**src/rtl/conv_event_scheduler_if.sv**
```systemverilog
// Bundle of the event, op-stream and timestep handshakes around the conv event scheduler.
// The slave modport is the scheduler side; master is the surrounding datapath.
interface conv_event_scheduler_if #(
    parameter int KERNEL_SIZE         = 3,
    parameter int IN_CHANNELS         = 2,
    parameter int IMG_WIDTH           = 8,
    parameter int IMG_HEIGHT          = 8,
    parameter int BITS_PER_COORDINATE = 8
);
    localparam int FM_ADDR_W = $clog2(IMG_WIDTH * IMG_HEIGHT);
    localparam int K_ADDR_W  = ($clog2(KERNEL_SIZE * KERNEL_SIZE * IN_CHANNELS) > 1) ?
                               $clog2(KERNEL_SIZE * KERNEL_SIZE * IN_CHANNELS) : 1;

    logic                           evt_valid;
    logic                           evt_ready;
    logic                           evt_timestep;
    logic [BITS_PER_COORDINATE-1:0] evt_x;
    logic [BITS_PER_COORDINATE-1:0] evt_y;
    logic [IN_CHANNELS-1:0]         evt_spikes;
    logic                           op_valid;
    logic                           op_ready;
    logic [BITS_PER_COORDINATE-1:0] op_x;
    logic [BITS_PER_COORDINATE-1:0] op_y;
    logic [FM_ADDR_W-1:0]           op_fm_addr;
    logic [K_ADDR_W-1:0]            op_kernel_addr;
    logic                           evt_done;
    logic                           ts_req;
    logic                           ts_done;
    logic                           busy;

    modport master (
        output evt_valid, evt_timestep, evt_x, evt_y, evt_spikes, op_ready, ts_done,
        input  evt_ready, op_valid, op_x, op_y, op_fm_addr, op_kernel_addr,
               evt_done, ts_req, busy
    );

    modport slave (
        input  evt_valid, evt_timestep, evt_x, evt_y, evt_spikes, op_ready, ts_done,
        output evt_ready, op_valid, op_x, op_y, op_fm_addr, op_kernel_addr,
               evt_done, ts_req, busy
    );
endinterface

```
**src/rtl/conv_event_scheduler.sv**
```systemverilog
// Walks the kernel window of one input event per spiking channel and issues one update op per
// in-bounds output neuron; timestep markers are held until the op stream drains.
module conv_event_scheduler #(
    parameter int KERNEL_SIZE         = 3,
    parameter int IN_CHANNELS         = 2,
    parameter int IMG_WIDTH           = 8,
    parameter int IMG_HEIGHT          = 8,
    parameter int BITS_PER_COORDINATE = 8
) (
    input  logic                  clk,
    input  logic                  rst,
    conv_event_scheduler_if.slave bus
);
    localparam int CW        = BITS_PER_COORDINATE;
    localparam int EW        = BITS_PER_COORDINATE + 2;
    localparam int P         = (KERNEL_SIZE - 1) / 2;
    localparam int FM_ADDR_W = $clog2(IMG_WIDTH * IMG_HEIGHT);
    localparam int K_ADDR_W  = ($clog2(KERNEL_SIZE * KERNEL_SIZE * IN_CHANNELS) > 1) ?
                               $clog2(KERNEL_SIZE * KERNEL_SIZE * IN_CHANNELS) : 1;
    localparam int KC_W      = (KERNEL_SIZE > 1) ? $clog2(KERNEL_SIZE) : 1;
    localparam int CH_W      = (IN_CHANNELS > 1) ? $clog2(IN_CHANNELS) : 1;
    localparam logic [EW-1:0] P_E = EW'(P);

    typedef enum logic [1:0] {
        IDLE    = 2'd0,
        SCAN    = 2'd1,
        DRAIN   = 2'd2,
        TS_WAIT = 2'd3
    } state_t;

    state_t                 state_r;
    logic [CW-1:0]          x_r;
    logic [CW-1:0]          y_r;
    logic [IN_CHANNELS-1:0] spikes_r;
    logic [CH_W-1:0]        ch_r;
    logic [KC_W-1:0]        kr_r;
    logic [KC_W-1:0]        kc_r;
    logic                   ts_r;
    logic                   op_valid_r;
    logic [CW-1:0]          op_x_r;
    logic [CW-1:0]          op_y_r;
    logic [FM_ADDR_W-1:0]   op_fm_addr_r;
    logic [K_ADDR_W-1:0]    op_kernel_addr_r;
    logic                   evt_ready_r;
    logic                   evt_done_r;
    logic                   ts_req_r;
    logic                   busy_r;

    logic [EW-1:0]          ox_s;
    logic [EW-1:0]          oy_s;
    logic                   in_bounds_s;
    logic [FM_ADDR_W-1:0]   fm_addr_s;
    logic [K_ADDR_W-1:0]    kernel_addr_s;
    logic                   ch_spike_s;
    logic                   kc_last_s;
    logic                   kr_last_s;
    logic                   ch_last_s;
    logic                   op_free_s;

    // Output-neuron coordinates and addresses for the current window position.
    always_comb begin
        // Two guard bits: the top bit is the sign of x+P-kc, and x+P never reaches it.
        ox_s          = {2'b00, x_r} + P_E - EW'(kc_r);
        oy_s          = {2'b00, y_r} + P_E - EW'(kr_r);
        in_bounds_s   = !ox_s[EW-1] && !oy_s[EW-1] &&
                        (ox_s < EW'(IMG_WIDTH)) && (oy_s < EW'(IMG_HEIGHT));
        fm_addr_s     = FM_ADDR_W'(oy_s * EW'(IMG_WIDTH) + ox_s);
        kernel_addr_s = K_ADDR_W'((int'(kr_r) * KERNEL_SIZE + int'(kc_r)) * IN_CHANNELS
                                  + int'(ch_r));
        ch_spike_s    = spikes_r[ch_r];
        kc_last_s     = (kc_r == KC_W'(KERNEL_SIZE - 1));
        kr_last_s     = (kr_r == KC_W'(KERNEL_SIZE - 1));
        ch_last_s     = (ch_r == CH_W'(IN_CHANNELS - 1));
        op_free_s     = !op_valid_r || bus.op_ready;
    end

    // Scheduler FSM together with the op register and all registered status outputs.
    always_ff @(posedge clk) begin
        if (rst) begin
            state_r          <= IDLE;
            x_r              <= {CW{1'b0}};
            y_r              <= {CW{1'b0}};
            spikes_r         <= {IN_CHANNELS{1'b0}};
            ch_r             <= {CH_W{1'b0}};
            kr_r             <= {KC_W{1'b0}};
            kc_r             <= {KC_W{1'b0}};
            ts_r             <= 1'b0;
            op_valid_r       <= 1'b0;
            op_x_r           <= {CW{1'b0}};
            op_y_r           <= {CW{1'b0}};
            op_fm_addr_r     <= {FM_ADDR_W{1'b0}};
            op_kernel_addr_r <= {K_ADDR_W{1'b0}};
            evt_ready_r      <= 1'b1;
            evt_done_r       <= 1'b0;
            ts_req_r         <= 1'b0;
            busy_r           <= 1'b0;
        end else begin
            evt_done_r <= 1'b0;
            case (state_r)
                IDLE: begin
                    if (bus.evt_valid && evt_ready_r) begin
                        evt_ready_r <= 1'b0;
                        busy_r      <= 1'b1;
                        if (bus.evt_timestep) begin
                            ts_r    <= 1'b1;
                            state_r <= DRAIN;
                        end else begin
                            ts_r     <= 1'b0;
                            x_r      <= bus.evt_x;
                            y_r      <= bus.evt_y;
                            spikes_r <= bus.evt_spikes;
                            ch_r     <= {CH_W{1'b0}};
                            kr_r     <= {KC_W{1'b0}};
                            kc_r     <= {KC_W{1'b0}};
                            state_r  <= SCAN;
                        end
                    end
                end
                SCAN: begin
                    if (op_free_s) begin
                        if (!ch_spike_s) begin
                            // Silent channel: skip its whole window in a single cycle.
                            op_valid_r <= 1'b0;
                            kr_r       <= {KC_W{1'b0}};
                            kc_r       <= {KC_W{1'b0}};
                            if (ch_last_s) begin
                                state_r <= DRAIN;
                            end else begin
                                ch_r <= ch_r + CH_W'(1);
                            end
                        end else begin
                            if (in_bounds_s) begin
                                op_valid_r       <= 1'b1;
                                op_x_r           <= ox_s[CW-1:0];
                                op_y_r           <= oy_s[CW-1:0];
                                op_fm_addr_r     <= fm_addr_s;
                                op_kernel_addr_r <= kernel_addr_s;
                            end else begin
                                op_valid_r <= 1'b0;
                            end
                            if (kc_last_s) begin
                                kc_r <= {KC_W{1'b0}};
                                if (kr_last_s) begin
                                    kr_r <= {KC_W{1'b0}};
                                    if (ch_last_s) begin
                                        state_r <= DRAIN;
                                    end else begin
                                        ch_r <= ch_r + CH_W'(1);
                                    end
                                end else begin
                                    kr_r <= kr_r + KC_W'(1);
                                end
                            end else begin
                                kc_r <= kc_r + KC_W'(1);
                            end
                        end
                    end
                end
                DRAIN: begin
                    if (op_free_s) begin
                        op_valid_r <= 1'b0;
                        if (ts_r) begin
                            ts_req_r <= 1'b1;
                            state_r  <= TS_WAIT;
                        end else begin
                            evt_done_r  <= 1'b1;
                            evt_ready_r <= 1'b1;
                            busy_r      <= 1'b0;
                            state_r     <= IDLE;
                        end
                    end
                end
                TS_WAIT: begin
                    if (bus.ts_done) begin
                        ts_req_r    <= 1'b0;
                        ts_r        <= 1'b0;
                        evt_ready_r <= 1'b1;
                        busy_r      <= 1'b0;
                        state_r     <= IDLE;
                    end
                end
                default: begin
                    state_r     <= IDLE;
                    op_valid_r  <= 1'b0;
                    ts_req_r    <= 1'b0;
                    ts_r        <= 1'b0;
                    evt_ready_r <= 1'b1;
                    busy_r      <= 1'b0;
                end
            endcase
        end
    end

    assign bus.evt_ready      = evt_ready_r;
    assign bus.op_valid       = op_valid_r;
    assign bus.op_x           = op_x_r;
    assign bus.op_y           = op_y_r;
    assign bus.op_fm_addr     = op_fm_addr_r;
    assign bus.op_kernel_addr = op_kernel_addr_r;
    assign bus.evt_done       = evt_done_r;
    assign bus.ts_req         = ts_req_r;
    assign bus.busy           = busy_r;
endmodule

```
**src/flat_wrapper.sv**
```systemverilog
// flat-port wrapper written by rule: the top's interface ports become plain ports
module conv_event_scheduler_flat 
#(
    parameter int KERNEL_SIZE         = 3,
    parameter int IN_CHANNELS         = 2,
    parameter int IMG_WIDTH           = 8,
    parameter int IMG_HEIGHT          = 8,
    parameter int BITS_PER_COORDINATE = 8
)
  (clk, rst, bus_evt_valid, bus_evt_timestep, bus_evt_x, bus_evt_y, bus_evt_spikes, bus_op_ready, bus_ts_done, bus_evt_ready, bus_op_valid, bus_op_x, bus_op_y, bus_op_fm_addr, bus_op_kernel_addr, bus_evt_done, bus_ts_req, bus_busy);
  conv_event_scheduler_if #(.KERNEL_SIZE(KERNEL_SIZE), .IN_CHANNELS(IN_CHANNELS), .IMG_WIDTH(IMG_WIDTH), .IMG_HEIGHT(IMG_HEIGHT), .BITS_PER_COORDINATE(BITS_PER_COORDINATE)) bus_i ();
  input  logic clk;
  input  logic rst;
  input wire logic [$bits(bus_i.evt_valid)-1:0] bus_evt_valid;
  input wire logic [$bits(bus_i.evt_timestep)-1:0] bus_evt_timestep;
  input wire logic [$bits(bus_i.evt_x)-1:0] bus_evt_x;
  input wire logic [$bits(bus_i.evt_y)-1:0] bus_evt_y;
  input wire logic [$bits(bus_i.evt_spikes)-1:0] bus_evt_spikes;
  input wire logic [$bits(bus_i.op_ready)-1:0] bus_op_ready;
  input wire logic [$bits(bus_i.ts_done)-1:0] bus_ts_done;
  output wire logic [$bits(bus_i.evt_ready)-1:0] bus_evt_ready;
  output wire logic [$bits(bus_i.op_valid)-1:0] bus_op_valid;
  output wire logic [$bits(bus_i.op_x)-1:0] bus_op_x;
  output wire logic [$bits(bus_i.op_y)-1:0] bus_op_y;
  output wire logic [$bits(bus_i.op_fm_addr)-1:0] bus_op_fm_addr;
  output wire logic [$bits(bus_i.op_kernel_addr)-1:0] bus_op_kernel_addr;
  output wire logic [$bits(bus_i.evt_done)-1:0] bus_evt_done;
  output wire logic [$bits(bus_i.ts_req)-1:0] bus_ts_req;
  output wire logic [$bits(bus_i.busy)-1:0] bus_busy;
  assign bus_i.evt_valid = bus_evt_valid;
  assign bus_i.evt_timestep = bus_evt_timestep;
  assign bus_i.evt_x = bus_evt_x;
  assign bus_i.evt_y = bus_evt_y;
  assign bus_i.evt_spikes = bus_evt_spikes;
  assign bus_i.op_ready = bus_op_ready;
  assign bus_i.ts_done = bus_ts_done;
  assign bus_evt_ready = bus_i.evt_ready;
  assign bus_op_valid = bus_i.op_valid;
  assign bus_op_x = bus_i.op_x;
  assign bus_op_y = bus_i.op_y;
  assign bus_op_fm_addr = bus_i.op_fm_addr;
  assign bus_op_kernel_addr = bus_i.op_kernel_addr;
  assign bus_evt_done = bus_i.evt_done;
  assign bus_ts_req = bus_i.ts_req;
  assign bus_busy = bus_i.busy;
  conv_event_scheduler #(.KERNEL_SIZE(KERNEL_SIZE), .IN_CHANNELS(IN_CHANNELS), .IMG_WIDTH(IMG_WIDTH), .IMG_HEIGHT(IMG_HEIGHT), .BITS_PER_COORDINATE(BITS_PER_COORDINATE)) u_core (.clk(clk), .rst(rst), .bus(bus_i));
endmodule
```
**config.mk**
```make
export PLATFORM = sky130hd
export DESIGN_NAME = conv_event_scheduler_flat
export DESIGN_NICKNAME = d
export VERILOG_FILES = /design/src/rtl/conv_event_scheduler_if.sv /design/src/rtl/conv_event_scheduler.sv /design/src/flat_wrapper.sv
export SDC_FILE = /design/constraint.sdc
export NUM_CORES = 1
export LEC_CHECK = 0
export BUFFER_PORTS_ARGS = -buffer_cell sky130_fd_sc_hd__buf_2
export CAP_MARGIN = 30
export CORE_MARGIN = 8
export CORE_UTILIZATION = 51
export CTS_CLUSTER_DIAMETER = 40
export DETAILED_ROUTE_END_ITERATION = 10
export PLACE_DENSITY = 0.85
export SETUP_SLACK_MARGIN = 0.05
export SYNTH_ARGS = -nofsm -noshare
export SYNTH_HDL_FRONTEND = slang
export SYNTH_SLANG_ARGS = --single-unit
```
**constraint.sdc**
```tcl
create_clock -name clk -period 3.2 [get_ports clk]
set_clock_uncertainty 0.15 [all_clocks]
set_input_delay 0.48 -clock clk [delete_from_list [all_inputs] [get_ports clk]]
set_output_delay 0.48 -clock clk [all_outputs]
set_load 0.03 [all_outputs]
```
==> metrics.md <==
| Metric | Value |
|---|---|
| Largest net degree at the start of global routing | `54` |
| Pre-CTS WS | `-0.253 ns` |
| Flops & latches, synth | `55` |
| Crit Path Category | `reg2reg` |
| Final number of max-transition violations | `0` |
| Post-synthesis cell type count | `between 40 and 50` |
| CP delay by family, top | `adder cells` |
| Worst-margin pin slew | `approximately 0.84 ns` |
| Worst vdd ir | `508 uV` |
| Via Count | `about 2.8k` |
| CP max FO | `5` |
| Cell Chain, Critical Path | `inv_2, ha_4, inv_4, ha_4, inv_2, fa_2, xnor2_4, a2111oi_4, nand4_1, a2111o_1, nor4_4, buf_4, clkbuf_16, buf_6, mux2i_1` |
| Max Clock Freq | `around 290 MHz` |
| Number of flops mapped to enable cells by yosys | `0` |
| Cell area after synthesis | `3170 um2` |
| Hold WS | `0.229 ns` |
| Leading cell types in the layout, fill and taps excluded | `buf_2, dfxtp_1, nand2_1, a21oi_1, nor2_1` |
| Post-DP HPWL | `about 5.4 mm` |
| Maxcap violations | `0` |
| CP startpoint kind | `flop` |
| Gr usage total | `0.169` |
| Most common cell after layout, fill and taps aside | `buf_2` |
| Worst hold path type | `in2reg` |
| Leakage | `1.67 nW` |
| PortBufs | `55` |
| Grt ovf | `0` |
| H-tree levels | `2` |
| Async SR Flop Fraction | `0` |
| Min setup slack post-route | `-0.198 ns` |
| Mapped Nets | `430` |
| Nets@finish | `497` |
| Hold-fix buffers, CTS | `0` |
| Max incr delay on CP | `0.41 ns` |
| RSZ-0062 raised after global routing | `yes` |
| Routed Antenna Nets | `0` |
| Worst path required time | `3.30 ns` |
| Nature of the critical path endpoint | `flop` |
| CTS root buf | `clkbuf_8` |
| Synth Flop Type | `dfxtp_1` |
| DR vias/cell | `5.51` |
| Post-layout min period | `around 3.4 ns` |
| Final routed DRC violation total | `0` |
| WL per Instance | `16.0 um` |
| Run status | `finished with violations` |
| TritonCTS Buffers | `5` |
| Antenna violations before repair | `0` |
| Worst path buffer plus inverter count | `6` |
| WHS Path Cells | `3` |
| Tcrit/Tclk final | `1.06` |
| FF-to-FF setup slack | `-0.20 ns` |
| Syn. warnings | `0` |
| Final setup fails | `24` |
| Clk Latency, worst-skew pair | `0.32 ns` |
| Die area | `9010 um2` |
| Layout cells sized above 1 | `0.286` |
| Hold Fails Final Rpt | `0` |
| Router iterations before antenna repair | `4` |
| CP max-delay cell | `fa_2` |
| Clk slew on worst S/H paths | `0.12 ns` |
| Initial core utilization | `0.533` |
| Initial drt markers | `about 150` |
| Global-route wire length before repair | `roughly 12 mm` |
| Ant diodes | `0` |
| Area grow syn2layout | `24.8%` |
| Final WL | `roughly 8 mm` |
| Vias in the first global route | `~2.7k` |
| Max-Slew Margin vs Limit | `0.442` |
| Cells after Synth | `about 370` |
| Failing checks | `setup timing` |
| Max clock buf depth | `2` |
| CTS tree | `yes` |
| Sequential share of the synthesized area | `0.347` |
| Power per cell area | `567 nW/um2` |
| CP arrival | `3.49 ns` |
| Core area | `between 5000 and 6000 um2` |
| Number of cells on the critical path | `15` |
| # IOs | `56` |
| Die Ht | `94.9 um` |
| Placer congestion estimate | `0.923` |
| Die Span X | `94.9 um` |
| Worst Reg2Reg Path Length in Cells | `15` |
| # rows | `28` |
| CTS sink cnt | `55` |
| Avg Synthesized Cell Area | `8.51 um2` |
final timing paths:
| check | from | to |
|---|---|---|
| worst min-delay path | bus_evt_spikes[0] | u_core.spikes_r[0]$_SDFFE_PP0P_ |
| worst min register to register | u_core.spikes_r[0]$_SDFFE_PP0P_ | u_core.spikes_r[0]$_SDFFE_PP0P_ |
| worst max-delay path | u_core.x_r[1]$_SDFFE_PP0P_ | u_core.bus.op_fm_addr[0]$_SDFFE_PP0P_ |
| worst max register to register | u_core.x_r[1]$_SDFFE_PP0P_ | u_core.bus.op_fm_addr[0]$_SDFFE_PP0P_ |
final cells by class:
type                       instances  area, um2
clock buffer                       5       68.8
fill                             478       1990
clock inverter                     3       31.3
multi-input combinational        269       2040
timing repair buffer              78        502
sequential                        55       1100
tap                               75       93.8
inverter                          31        119
worst min-delay path, delay by kind of cell:
kind                   cells  cell delay, ns
buffers and inverters      1            0.10
and+or+nand+nor            1            0.05
AOI/OAI and AO/OA          1            0.05
registers in the layout (all words and copies together) (netlist names):
register and flops:
u_core.bus.busy 1, u_core.bus.evt_done 1, u_core.bus.evt_ready 1, u_core.bus.op_fm_addr 6, u_core.bus.op_kernel_addr 5, u_core.bus.op_valid 1, u_core.bus.op_x 5, u_core.bus.op_y 8
u_core.bus.ts_req 1, u_core.ch_last_s 1, u_core.kc_r 2, u_core.kr_r 2, u_core.spikes_r 2, u_core.state_r 2, u_core.ts_r 1, u_core.x_r 8
u_core.y_r 8
cells by family after synthesis:
family,share of synthesized area
xor+xnor,0.0193
flops,0.347
compound gates,0.132
mux,0.0631
buf+inv,0.0642
simple gates,0.233
fa+ha+maj,0.142
metal layers:
metal,vias up,track usage,share of wire
met2,77,0.302,0.50
met3,18,0.0325,0.051
met4,0,0.0507,0.023
met5,-,0,0
met1,1355,0.200,0.42
li1,1391,-,-
cells in the mapped netlist (all sizes together) (2+ instances only):
| cell | count | area share |
|---|---|---|
| clkbuf | 12 | 0.014 |
| buf | 6 | 0.013 |
| mux2 | 8 | 0.028 |
| dfxtp | 55 | 0.35 |
| o21bai | 3 | 0.0071 |
| a31oi | 2 | 0.0039 |
| fa | 5 | 0.032 |
| a211oi | 4 | 0.0095 |
| mux2i | 11 | 0.035 |
| nand3 | 2 | 0.0032 |
| nor2 | 26 | 0.031 |
| o21ai | 8 | 0.013 |
| xor2 | 3 | 0.0083 |
| a2111oi | 2 | 0.0055 |
| a21oi | 34 | 0.054 |
| nor4 | 2 | 0.0087 |
| nor4b | 4 | 0.011 |
| a21boi | 2 | 0.0047 |
| xnor2 | 4 | 0.011 |
| nor2b | 9 | 0.018 |
| nand2 | 48 | 0.057 |
| or2 | 3 | 0.0059 |
| nor3 | 6 | 0.0095 |
| a22oi | 3 | 0.0071 |
| nor3b | 12 | 0.028 |
| ha | 28 | 0.11 |
| inv | 31 | 0.037 |
| nand2b | 25 | 0.049 |
per-stage QoR:
step                std cells  total power, mW  area (um2)  setup TNS, ns  utilization
floorplan                 373             1.45        3200         -0.223            -
global placement          499             1.62        3610              0        0.607
detailed placement        499             1.66        3610          -4.89        0.607
CTS                       512             2.13        3830          -2.21        0.643
global route              516             2.38        3960          -4.34        0.665
finish                    516             2.25        3960          -2.92        0.665
where the power goes:
part	switching, mW	internal, mW
logic	0.530	0.443
clock network	0.268	0.167
registers	0.0911	0.746
timing repair:
item / 4_1_cts / 5_1_grt
pin swaps: 9 / 11
gates resized for setup: 15 / 21
setup buffers: 4 / 4
cloned: 1 / 0
endpoints found under the setup margin: 25 / 25
(Power assumes the default switching activity.)
